File: config.mk
export PLATFORM = sky130hd
export DESIGN_NAME = ac_motor_gate_monitor_flat
export DESIGN_NICKNAME = d
export VERILOG_FILES = /design/src/rtl/ac_motor_gate_monitor_if.sv /design/src/rtl/ac_motor_gate_monitor.sv /design/src/flat_wrapper.sv
export SDC_FILE = /design/constraint.sdc
export NUM_CORES = 1
export LEC_CHECK = 0
export ABC_AREA = 0
export CORE_MARGIN = 4
export CORE_UTILIZATION = 40
export DETAILED_ROUTE_END_ITERATION = 10
export SLEW_MARGIN = 5
export SYNTH_ARGS = -nofsm -noshare
export SYNTH_HDL_FRONTEND = slang
export SYNTH_SLANG_ARGS = --single-unit
File: constraint.sdc
create_clock -name clk -period 2.4 [get_ports clk]
set_input_delay 0.36 -clock clk [delete_from_list [all_inputs] [get_ports clk]]
set_output_delay 0.36 -clock clk [all_outputs]
set_load 0.02 [all_outputs]
File: src/rtl/ac_motor_gate_monitor_if.sv
// Gate-drive monitor bus: gate inputs, delay setting, fault and measurement outputs.
// Min-dead-time statistics signals exist only with AC_MOTOR_GATE_MONITOR_STATS_EN.
interface ac_motor_gate_monitor_if #(
  parameter int DELAY_W = 8
);
  logic [DELAY_W-1:0] delay;
  logic               s1_high;
  logic               s1_low;
  logic               s2_high;
  logic               s2_low;
  logic               s3_high;
  logic               s3_low;
  logic               fault_clear;
  logic               enable;
  logic               fault;
  logic [2:0]         fault_phase;
  logic [1:0]         fault_type;
  logic               dead_valid;
  logic [1:0]         dead_phase;
  logic [DELAY_W-1:0] dead_time;
`ifdef AC_MOTOR_GATE_MONITOR_STATS_EN
  logic [DELAY_W-1:0] min_dead_1;
  logic [DELAY_W-1:0] min_dead_2;
  logic [DELAY_W-1:0] min_dead_3;
`endif

  modport master (
    output delay, s1_high, s1_low, s2_high, s2_low, s3_high, s3_low, fault_clear,
    input  enable, fault, fault_phase, fault_type, dead_valid, dead_phase, dead_time
`ifdef AC_MOTOR_GATE_MONITOR_STATS_EN
    , input min_dead_1, min_dead_2, min_dead_3
`endif
  );

  modport slave (
    input  delay, s1_high, s1_low, s2_high, s2_low, s3_high, s3_low, fault_clear,
    output enable, fault, fault_phase, fault_type, dead_valid, dead_phase, dead_time
`ifdef AC_MOTOR_GATE_MONITOR_STATS_EN
    , output min_dead_1, min_dead_2, min_dead_3
`endif
  );
endinterface

File: src/rtl/ac_motor_gate_monitor.sv
// Dead-time / shoot-through monitor for three gate-drive phases with latched fault and enable.
// Optional per-phase minimum dead-time statistics: define AC_MOTOR_GATE_MONITOR_STATS_EN.
module ac_motor_gate_monitor #(
  parameter int DELAY_W = 8
) (
  input logic                  clk,
  input logic                  reset,
  ac_motor_gate_monitor_if.slave bus
);
  typedef enum logic [1:0] {ST_OFF = 2'd0, ST_HI = 2'd1, ST_LO = 2'd2, ST_BOTH = 2'd3} phase_state_e;
  typedef enum logic [1:0] {SIDE_NONE = 2'd0, SIDE_HI = 2'd1, SIDE_LO = 2'd2} side_e;

  localparam logic [DELAY_W-1:0] CNT_MAX  = {DELAY_W{1'b1}};
  localparam logic [DELAY_W-1:0] CNT_ZERO = {DELAY_W{1'b0}};
  localparam logic [DELAY_W-1:0] CNT_ONE  = {{(DELAY_W-1){1'b0}}, 1'b1};

  logic [2:0]         gate_hi_s, gate_lo_s;
  phase_state_e       state_q [3];
  phase_state_e       state_d [3];
  side_e              side_q [3];
  side_e              side_d [3];
  logic [DELAY_W-1:0] cnt_q [3];
  logic [DELAY_W-1:0] cnt_d [3];
  logic [2:0]         comm_s, shoot_s, short_s;
  logic               det_s, clear_ok_s, gates_idle_s;

  logic               enable_q, enable_d;
  logic               fault_q, fault_d;
  logic [2:0]         fault_phase_q, fault_phase_d;
  logic [1:0]         fault_type_q, fault_type_d;
  logic               dead_valid_q, dead_valid_d;
  logic [1:0]         dead_phase_q, dead_phase_d;
  logic [DELAY_W-1:0] dead_time_q, dead_time_d;

  assign gate_hi_s    = {bus.s3_high, bus.s2_high, bus.s1_high};
  assign gate_lo_s    = {bus.s3_low,  bus.s2_low,  bus.s1_low};
  assign gates_idle_s = (gate_hi_s == 3'b000) && (gate_lo_s == 3'b000);

  // Per-phase gate decode, dead-time counter and commutation detection
  always_comb begin
    for (int i = 0; i < 3; i++) begin
      state_d[i] = state_q[i];
      side_d[i]  = side_q[i];
      cnt_d[i]   = cnt_q[i];
      comm_s[i]  = 1'b0;
      shoot_s[i] = 1'b0;
      case ({gate_hi_s[i], gate_lo_s[i]})
        2'b00: begin
          state_d[i] = ST_OFF;
          cnt_d[i]   = (cnt_q[i] == CNT_MAX) ? cnt_q[i] : cnt_q[i] + CNT_ONE;
        end
        2'b10: begin
          state_d[i] = ST_HI;
          side_d[i]  = SIDE_HI;
          cnt_d[i]   = CNT_ZERO;
          comm_s[i]  = (state_q[i] != ST_HI) && (side_q[i] == SIDE_LO);
        end
        2'b01: begin
          state_d[i] = ST_LO;
          side_d[i]  = SIDE_LO;
          cnt_d[i]   = CNT_ZERO;
          comm_s[i]  = (state_q[i] != ST_LO) && (side_q[i] == SIDE_HI);
        end
        2'b11: begin
          state_d[i] = ST_BOTH;
          cnt_d[i]   = CNT_ZERO;
          shoot_s[i] = 1'b1;
        end
        default: begin
          state_d[i] = ST_OFF;
        end
      endcase
      // A zero delay setting turns the short-dead-time check off entirely
      short_s[i] = comm_s[i] && (bus.delay != CNT_ZERO) && (cnt_q[i] < bus.delay);
    end
  end

  assign det_s      = (shoot_s != 3'b000) || (short_s != 3'b000);
  assign clear_ok_s = fault_q && bus.fault_clear && !det_s;

  // Fault latch, enable arming and measurement report selection
  always_comb begin
    fault_d       = fault_q;
    fault_phase_d = fault_phase_q;
    fault_type_d  = fault_type_q;
    if (det_s && (!fault_q || bus.fault_clear)) begin
      fault_d       = 1'b1;
      fault_phase_d = shoot_s | short_s;
      fault_type_d  = (shoot_s != 3'b000) ? 2'b10 : 2'b01;
    end else if (clear_ok_s) begin
      fault_d       = 1'b0;
      fault_phase_d = 3'b000;
      fault_type_d  = 2'b00;
    end else begin
      fault_d       = fault_q;
    end

    if (fault_d) begin
      enable_d = 1'b0;
    end else if (enable_q || (gates_idle_s && !fault_q)) begin
      enable_d = 1'b1;
    end else begin
      enable_d = 1'b0;
    end

    dead_valid_d = 1'b1;
    dead_phase_d = dead_phase_q;
    dead_time_d  = dead_time_q;
    if (comm_s[0]) begin
      dead_phase_d = 2'd1;
      dead_time_d  = cnt_q[0];
    end else if (comm_s[1]) begin
      dead_phase_d = 2'd2;
      dead_time_d  = cnt_q[1];
    end else if (comm_s[2]) begin
      dead_phase_d = 2'd3;
      dead_time_d  = cnt_q[2];
    end else begin
      dead_valid_d = 1'b0;
    end
  end

  // Monitor state registers
  always_ff @(posedge clk) begin
    if (reset) begin
      for (int i = 0; i < 3; i++) begin
        state_q[i] <= ST_OFF;
        side_q[i]  <= SIDE_NONE;
        cnt_q[i]   <= CNT_ZERO;
      end
      enable_q      <= 1'b0;
      fault_q       <= 1'b0;
      fault_phase_q <= 3'b000;
      fault_type_q  <= 2'b00;
      dead_valid_q  <= 1'b0;
      dead_phase_q  <= 2'd0;
      dead_time_q   <= CNT_ZERO;
    end else begin
      for (int i = 0; i < 3; i++) begin
        state_q[i] <= state_d[i];
        side_q[i]  <= side_d[i];
        cnt_q[i]   <= cnt_d[i];
      end
      enable_q      <= enable_d;
      fault_q       <= fault_d;
      fault_phase_q <= fault_phase_d;
      fault_type_q  <= fault_type_d;
      dead_valid_q  <= dead_valid_d;
      dead_phase_q  <= dead_phase_d;
      dead_time_q   <= dead_time_d;
    end
  end

  assign bus.enable      = enable_q;
  assign bus.fault       = fault_q;
  assign bus.fault_phase = fault_phase_q;
  assign bus.fault_type  = fault_type_q;
  assign bus.dead_valid  = dead_valid_q;
  assign bus.dead_phase  = dead_phase_q;
  assign bus.dead_time   = dead_time_q;

`ifdef AC_MOTOR_GATE_MONITOR_STATS_EN
  logic [DELAY_W-1:0] min_dead_q [3];
  logic [DELAY_W-1:0] min_dead_d [3];
  logic [DELAY_W-1:0] min_base_s [3];

  // Running minimum per phase; an accepted clear restarts it before this cycle's sample
  always_comb begin
    for (int i = 0; i < 3; i++) begin
      min_base_s[i] = clear_ok_s ? CNT_MAX : min_dead_q[i];
      if (comm_s[i] && (cnt_q[i] < min_base_s[i])) begin
        min_dead_d[i] = cnt_q[i];
      end else begin
        min_dead_d[i] = min_base_s[i];
      end
    end
  end

  // Minimum dead-time registers
  always_ff @(posedge clk) begin
    if (reset) begin
      for (int i = 0; i < 3; i++) min_dead_q[i] <= CNT_MAX;
    end else begin
      for (int i = 0; i < 3; i++) min_dead_q[i] <= min_dead_d[i];
    end
  end

  assign bus.min_dead_1 = min_dead_q[0];
  assign bus.min_dead_2 = min_dead_q[1];
  assign bus.min_dead_3 = min_dead_q[2];
`endif
endmodule

File: src/flat_wrapper.sv
// flat-port wrapper written by rule: the top's interface ports become plain ports
module ac_motor_gate_monitor_flat 
#(
  parameter int DELAY_W = 8
)
  (clk, reset, bus_delay, bus_s1_high, bus_s1_low, bus_s2_high, bus_s2_low, bus_s3_high, bus_s3_low, bus_fault_clear, bus_enable, bus_fault, bus_fault_phase, bus_fault_type, bus_dead_valid, bus_dead_phase, bus_dead_time);
  ac_motor_gate_monitor_if #(.DELAY_W(DELAY_W)) bus_i ();
  input logic clk;
  input logic reset;
  input wire logic [$bits(bus_i.delay)-1:0] bus_delay;
  input wire logic [$bits(bus_i.s1_high)-1:0] bus_s1_high;
  input wire logic [$bits(bus_i.s1_low)-1:0] bus_s1_low;
  input wire logic [$bits(bus_i.s2_high)-1:0] bus_s2_high;
  input wire logic [$bits(bus_i.s2_low)-1:0] bus_s2_low;
  input wire logic [$bits(bus_i.s3_high)-1:0] bus_s3_high;
  input wire logic [$bits(bus_i.s3_low)-1:0] bus_s3_low;
  input wire logic [$bits(bus_i.fault_clear)-1:0] bus_fault_clear;
  output wire logic [$bits(bus_i.enable)-1:0] bus_enable;
  output wire logic [$bits(bus_i.fault)-1:0] bus_fault;
  output wire logic [$bits(bus_i.fault_phase)-1:0] bus_fault_phase;
  output wire logic [$bits(bus_i.fault_type)-1:0] bus_fault_type;
  output wire logic [$bits(bus_i.dead_valid)-1:0] bus_dead_valid;
  output wire logic [$bits(bus_i.dead_phase)-1:0] bus_dead_phase;
  output wire logic [$bits(bus_i.dead_time)-1:0] bus_dead_time;
  assign bus_i.delay = bus_delay;
  assign bus_i.s1_high = bus_s1_high;
  assign bus_i.s1_low = bus_s1_low;
  assign bus_i.s2_high = bus_s2_high;
  assign bus_i.s2_low = bus_s2_low;
  assign bus_i.s3_high = bus_s3_high;
  assign bus_i.s3_low = bus_s3_low;
  assign bus_i.fault_clear = bus_fault_clear;
  assign bus_enable = bus_i.enable;
  assign bus_fault = bus_i.fault;
  assign bus_fault_phase = bus_i.fault_phase;
  assign bus_fault_type = bus_i.fault_type;
  assign bus_dead_valid = bus_i.dead_valid;
  assign bus_dead_phase = bus_i.dead_phase;
  assign bus_dead_time = bus_i.dead_time;
  ac_motor_gate_monitor #(.DELAY_W(DELAY_W)) u_core (.clk(clk), .reset(reset), .bus(bus_i));
endmodule
# Word-level counts from Yosys, hierarchy flattened
# Memory sizes are Yosys's and may differ from the RTL's.
# Cells that the tools add are included.
[word_totals] ff_bits=18 ramBits=36 inputBits=17 out_inout_bits=18 elab_cells=136 n_memories=3
[mem_list] memory="u_core.cnt_q" depth=3 word_bits=8 read_ports=3 rd_clocked_by_memory_dff=0 write_ports=3 line_no="ac_motor_gate_monitor.sv:22" rtl="logic [DELAY_W-1:0] cnt_q [3];"
[mem_list] memory="u_core.side_q" depth=3 word_bits=2 read_ports=3 rd_clocked_by_memory_dff=0 write_ports=3 line_no="ac_motor_gate_monitor.sv:20" rtl="side_e side_q [3];"
[mem_list] memory="u_core.state_q" depth=3 word_bits=2 read_ports=3 rd_clocked_by_memory_dff=0 write_ports=3 line_no="ac_motor_gate_monitor.sv:18" rtl="phase_state_e state_q [3];"
[classes] n_addsub=3 order_cmp=3 n_eq_ne=24 n_mux=47 n_bitwise=10 n_reduce_logical=38
[ops] cell="two-way mux 8 bit" count=9
[ops] cell="one-hot mux 8 bit (2 select lines)" count=3
[ops] cell="adder 8 x 1 -> 8 bit, second input constant" count=3
[ops] cell="== test 8 bit, second input constant" count=3
[ops] cell="less-than comparator 8 bit" count=3
[ops] cell="one-hot mux 2 bit (4 select lines)" count=3
[ops] cell="two-way mux 2 bit" count=11
[ops] cell="== test 2 bit, second input constant" count=9
[ops] cell="logical AND 1 bit" count=17
[ops] cell="two-way mux 1 bit" count=13
[ops] cell="== test 2 x 1 -> 1 bit, second input constant" count=6
[ops] cell="one-hot mux 2 bit (2 select lines)" count=3
[ops] cell="bitwise OR 1 bit" count=9
[ops] cell="nonzero test 3 bit" count=3
[ops] cell="OR reduction 3 bit" count=3
[ops] cell="nonzero test 8 bit" count=1
[ops] cell="zero test 2 bit" count=3
[ops] cell="zero test 3 bit" count=2
[ops] cell="two-way mux 3 bit" count=2
[ops] cell="!= test 2 x 1 -> 1 bit, second input constant" count=3
[ops] cell="!= test 2 bit, second input constant" count=3
[ops] cell="one-hot mux 1 bit (2 select lines)" count=3
[ops] cell="nonzero test 2 bit" count=2
[ops] cell="OR reduction 2 bit" count=2
[ops] cell="other kinds (3)" count=6

# Longest topological paths before layout
# Gate-level depths: netlist (run 1).
# An unclocked memory read counts as a cell.
[logic_depth] ltp_word=13 mapped_depth=9 mapped_depth_nobuf=8

# Least setup slack after synthesis (run 1)
# Ideal clock, no wire load.
[synth_timing] path_type="input -> register" from="in bus_delay[7]" to="reg u_core.fault_type_q[0] (netlist: u_core.bus.fault_type[0])" setup_time_ps=67 arrival_time_ps=1871 required_time_ps=2333 path_slack_ps=462 cell_stages=8 n_path_buf=0 path_cell_list="inv_1 ha_1 and3_1 a21oi_1 nand3_1 a311o_1 a311o_1 a21oi_2"
[synth_via] elab_chain_cells=8 word_cells_on_any_way=17 classes_between="3 x order compare; 1 x mux; 13 x reduce/logical"
[synth_lines] element="start: declaration" line_no="flat_wrapper.sv:10" rtl="input wire logic [$bits(bus_i.delay)-1:0] bus_delay;"
[synth_lines] element="parallel branches: the longest is 3 deep, another holds less-than comparator 8 bit"
[synth_lines] element="nonzero test 3 bit (*)" line_no="ac_motor_gate_monitor.sv:78" rtl="assign det_s = (shoot_s != 3'b000) || (short_s != 3'b000);"
[synth_lines] element="logical OR 1 bit (*)" line_no="ac_motor_gate_monitor.sv:78"
[synth_lines] element="zero test 1 bit" line_no="ac_motor_gate_monitor.sv:79" rtl="assign clear_ok_s = fault_q && bus.fault_clear && !det_s;"
[synth_lines] element="logical AND 1 bit" line_no="ac_motor_gate_monitor.sv:79"
[synth_lines] element="nonzero test 2 bit (no source line)"
[synth_lines] element="end signal: assignment" line_no="ac_motor_gate_monitor.sv:147" rtl="fault_type_q <= fault_type_d;"
[synth_lines] element="end: declaration" line_no="ac_motor_gate_monitor.sv:30" rtl="logic [1:0] fault_type_q, fault_type_d;"
# Mark *: on every way between the ends.
# A chain may end at the register's enable or synchronous reset.

# Worst setup path in the final report (run 1)
[layout_timing] from="in bus_delay[6]" to="reg u_core.fault_phase_q[1] (netlist: u_core.bus.fault_phase[1])"
[layout_via] elab_chain_cells=8 word_cells_on_any_way=18 classes_between="3 x order compare; 1 x mux; 1 x bitwise; 13 x reduce/logical"
[layout_lines] element="parallel branches: the longest is 8 deep, another holds less-than comparator 8 bit"
[layout_lines] element="end signal: assignment" line_no="ac_motor_gate_monitor.sv:146" rtl="fault_phase_q <= fault_phase_d;"
[layout_lines] element="end: declaration" line_no="ac_motor_gate_monitor.sv:29" rtl="logic [2:0] fault_phase_q, fault_phase_d;"
# Parallel ways; which one is timed is not known.

==> impl_metrics.tcl, run 1 <==
set metrics [dict create \
    status "completed" \
    clock_sink_count 54 \
    switching_share_pct 26.0 \
    p_int_uw 1310 \
    crit_type "primary input to flip-flop" \
    final_cell_mix "54 x dfxtp_1, 52 x nor2_1, 37 x buf_4" \
    cp.arrival_ns 2.49 \
    async_reset_ff_share_pct 0 \
    fmax_mhz 443 \
    drtPass1Iterations 4 \
    synth_warnings 0 \
    worst_pin_slew_ns 0.494 \
    viasPerCell 5.17 \
    grt_pass1_vias 2636 \
    root_buffer "clkbuf_8" \
    vias 2754 \
    worst-endpoint-required_ns 2.63 \
    antenna_found_initial 0 \
    synthCells 362 \
    final_max_slew_viol_count 0 \
    skew_ns 0.00765 \
    rsz0062_at_grt "no" \
    antenna_cells 0 \
    syn_to_final_growth_pct 27.0 \
    cts_buffers 5 \
    final_util_pct 53.3 \
    postPlaceCellArea_um2 3850 \
    io_buffers 34 \
    worstPathCellList "clkdlybuf4s50_1 > inv_1 > ha_1 > and3_1 > a21oi_1 > nand3_1 > a311o_1 > buf_4 > a22o_1 > o22ai_1" \
    totalPowerFinal_uw 1780 \
    synth_area_per_cell_um2 8.59 \
    ant_nets 0 \
    synthFlopType "dfxtp_1" \
    final_nets 486 \
    clock_latency_ns 0.30 \
    wirelength_um 7480 \
    combPwrFrac_pct 16.9 \
    p_leak_uw 0.00170 \
    cellPowerDensity_nw_per_um2 450 \
    hold_violations 0 \
    grt_usage_pct 17.7 \
    path_buf_inv 3 \
    pwr-share-seq_pct 53.6 \
    fp.dieH_um 96.2 \
    htreeDepth 2 \
    die-area_um2 9250 \
    final_common_cell "dfxtp_1" \
    period_share_pct 94.1 \
    critPathSlowestCell "clkdlybuf4s50_1" \
    fin_crit_ns 2.26 \
    num_io_pins 35 \
    drive_gt1_share_pct 14.1 \
    max-cap-violations 0 \
    slew_headroom_pct 66.9 \
    initial_core_util_pct 42.0 \
    path_clk_slew_ns 0.10 \
    design_area_um2 3950 \
    grt_overflow_total 0 \
    critPathMaxFanout 3 \
    ys_ff_latch 54 \
    cts_buffer_depth 2 \
    grt_pass1_wl_um 12800 \
    drt-wirelength-per-cell_um 14.0 \
    cpLargestDelayFamily "compound AO/OA/AOI/OAI gates" \
    critPathLaunchType "primary input" \
    synthDistinctLibCells 46 \
    drc 0 \
    synth_edf_count 0 \
    p_sw_uw 461 \
    finalSetupViolCount 0 \
    tritoncts "built" \
    max_stage_delay_ns 0.49 \
    dp_hpwl_um 5900 \
    rows 31 \
    ir_worst_vdd_uv 241 \
    hp-class "flip-flop to flip-flop" \
    synthesis.nets 415 \
    coreArea_um2 7410 \
    power_frac_clock_pct 29.5 \
    synth_seq_area_share_pct 34.8 \
    drt-initial-drc-count 73 \
    grt_max_degree 23 \
    die_w_um 96.2 \
    gp_congestion 0.851 \
    crit_path_end_kind "flip-flop" \
    netlist_area_um2 3110 \
    cts_resized 0 \
]
-- kinds of logic (layout without fill, tap and decap cells) --
logic type / count (synthesis) / in the layout / share of synthesized area [%]
buffers and inverters: 28 / 100 / 3.42
xor gates and xnor gates: 10 / 10 / 2.82
DFF: 54 / 54 / 34.8
AOI/OAI and AO/OA: 55 / 55 / 11.9
muxes: 21 / 21 / 7.08
adders and majority gates: 36 / 36 / 14.5
and+or+nand+nor: 158 / 158 / 25.6
-- area by class of cell --
type,instances,area (µm²)
multi-input cells,280,1920
inverters,19,71.3
clock buffers,7,86.3
fillers,704,3460
flip-flops and latches,54,1080
well taps,99,124
clock inverters,1,5.00
repair buffers,73,658
-- worst reg2reg max path, stage by stage (launching register included) --
cell     delay [ns]
dfxtp_1        0.46
ha_1           0.29
and3_1         0.16
a21oi_1        0.14
nand3_1        0.08
a311o_1        0.37
a311o_1        0.34
a21oi_2        0.11
-- metal layers --
metal  part of all wire [%]  global-route usage [%]  vias up
met4                   0.51                    3.67        0
met3                    2.1                    2.81        2
met5                      0                       0        -
li1                       -                       -     1431
met2                     48                    28.9       33
met1                     50                    24.5     1288
-- synth_stat cells, types with 6 or more instances --
library cell	n	area share, %
a21oi_1	13	2.1
dfxtp_1	54	35
mux2i_1	13	4.2
inv_1	19	2.3
mux2_2	8	2.9
and3_1	9	1.8
nor2b_1	8	1.6
nand2b_1	6	1.2
ha_1	36	14
o21ai_0	18	2.9
nor3_1	11	1.8
nand4_1	11	2.2
clkbuf_1	8	0.97
nand3b_1	8	1.9
nor2_1	52	6.3
xor2_1	7	2.0
nand2_1	22	2.7
nand3_1	16	2.6
-- per-stage QoR --
stage / setup TNS [ns] / std cells / setup WS (ns) / hold WS, ns
finish: 0 / 533 / 0.142 / 0.474
global route: 0 / 533 / 0.0203 / 0.510
CTS: 0 / 532 / 0.174 / 0.483
detailed placement: -1.39 / 524 / -0.149 / 0.459
global placement: -1.03 / 524 / -0.104 / 0.454
floorplan: 0 / 362 / 0.462 / 0.458
-- state kept, by name, indices dropped and copies added (netlist names) --
| name | count |
|---|---|
| u_core.state_q | 6 |
| u_core.bus.dead_time | 8 |
| u_core.bus.dead_phase | 2 |
| u_core.bus.fault_phase | 3 |
| u_core.side_q | 6 |
| u_core.bus.fault | 1 |
| u_core.bus.dead_valid | 1 |
| u_core.bus.enable | 1 |
| u_core.bus.fault_type | 2 |
| u_core.cnt_q | 24 |
-- repair_timing --
| action | in CTS | in global routing |
|---|---|---|
| setup buffers | 0 | 1 |
| endpoints found under the hold margin | 0 | 0 |
| hold buffers | 0 | 0 |
| setup endpoints to repair | 0 | 1 |
-- power groups by stage --
stage	Combinational (µW)	Clock, µW	Sequential [µW]
after CTS	303	547	952
after floorplan	152	0	981
after global placement	298	0	972
final	300	523	952
after detailed placement	301	0	973
after global routing	334	586	957
-- final timing paths --
path                                               start                         to  cells past startpoint  slack, ns
worst min-delay path            u_core.bus.dead_phase[1]   u_core.bus.dead_phase[1]                      2       0.47
worst min register to register  u_core.bus.dead_phase[1]   u_core.bus.dead_phase[1]                      2       0.47
worst max register to register       u_core.cnt_q[0][22]   u_core.bus.fault_type[0]                      7       0.39
worst max-delay path                        bus_delay[6]  u_core.bus.fault_phase[1]                     10       0.14
Note: power is estimated with default switching activity, not from simulation.
==> inputs of run 2 (changes only) <==
CAP_MARGIN = 5   (was default)
==> results of run 2 <==
No change in the layout: final DEF, timing and power equal those of run 1.
==> inputs of run 3 (changes only) <==
HOLD_SLACK_MARGIN = 0.06   (was default)
==> results of run 3 <==
No change in the layout: final DEF, timing and power equal those of run 1.
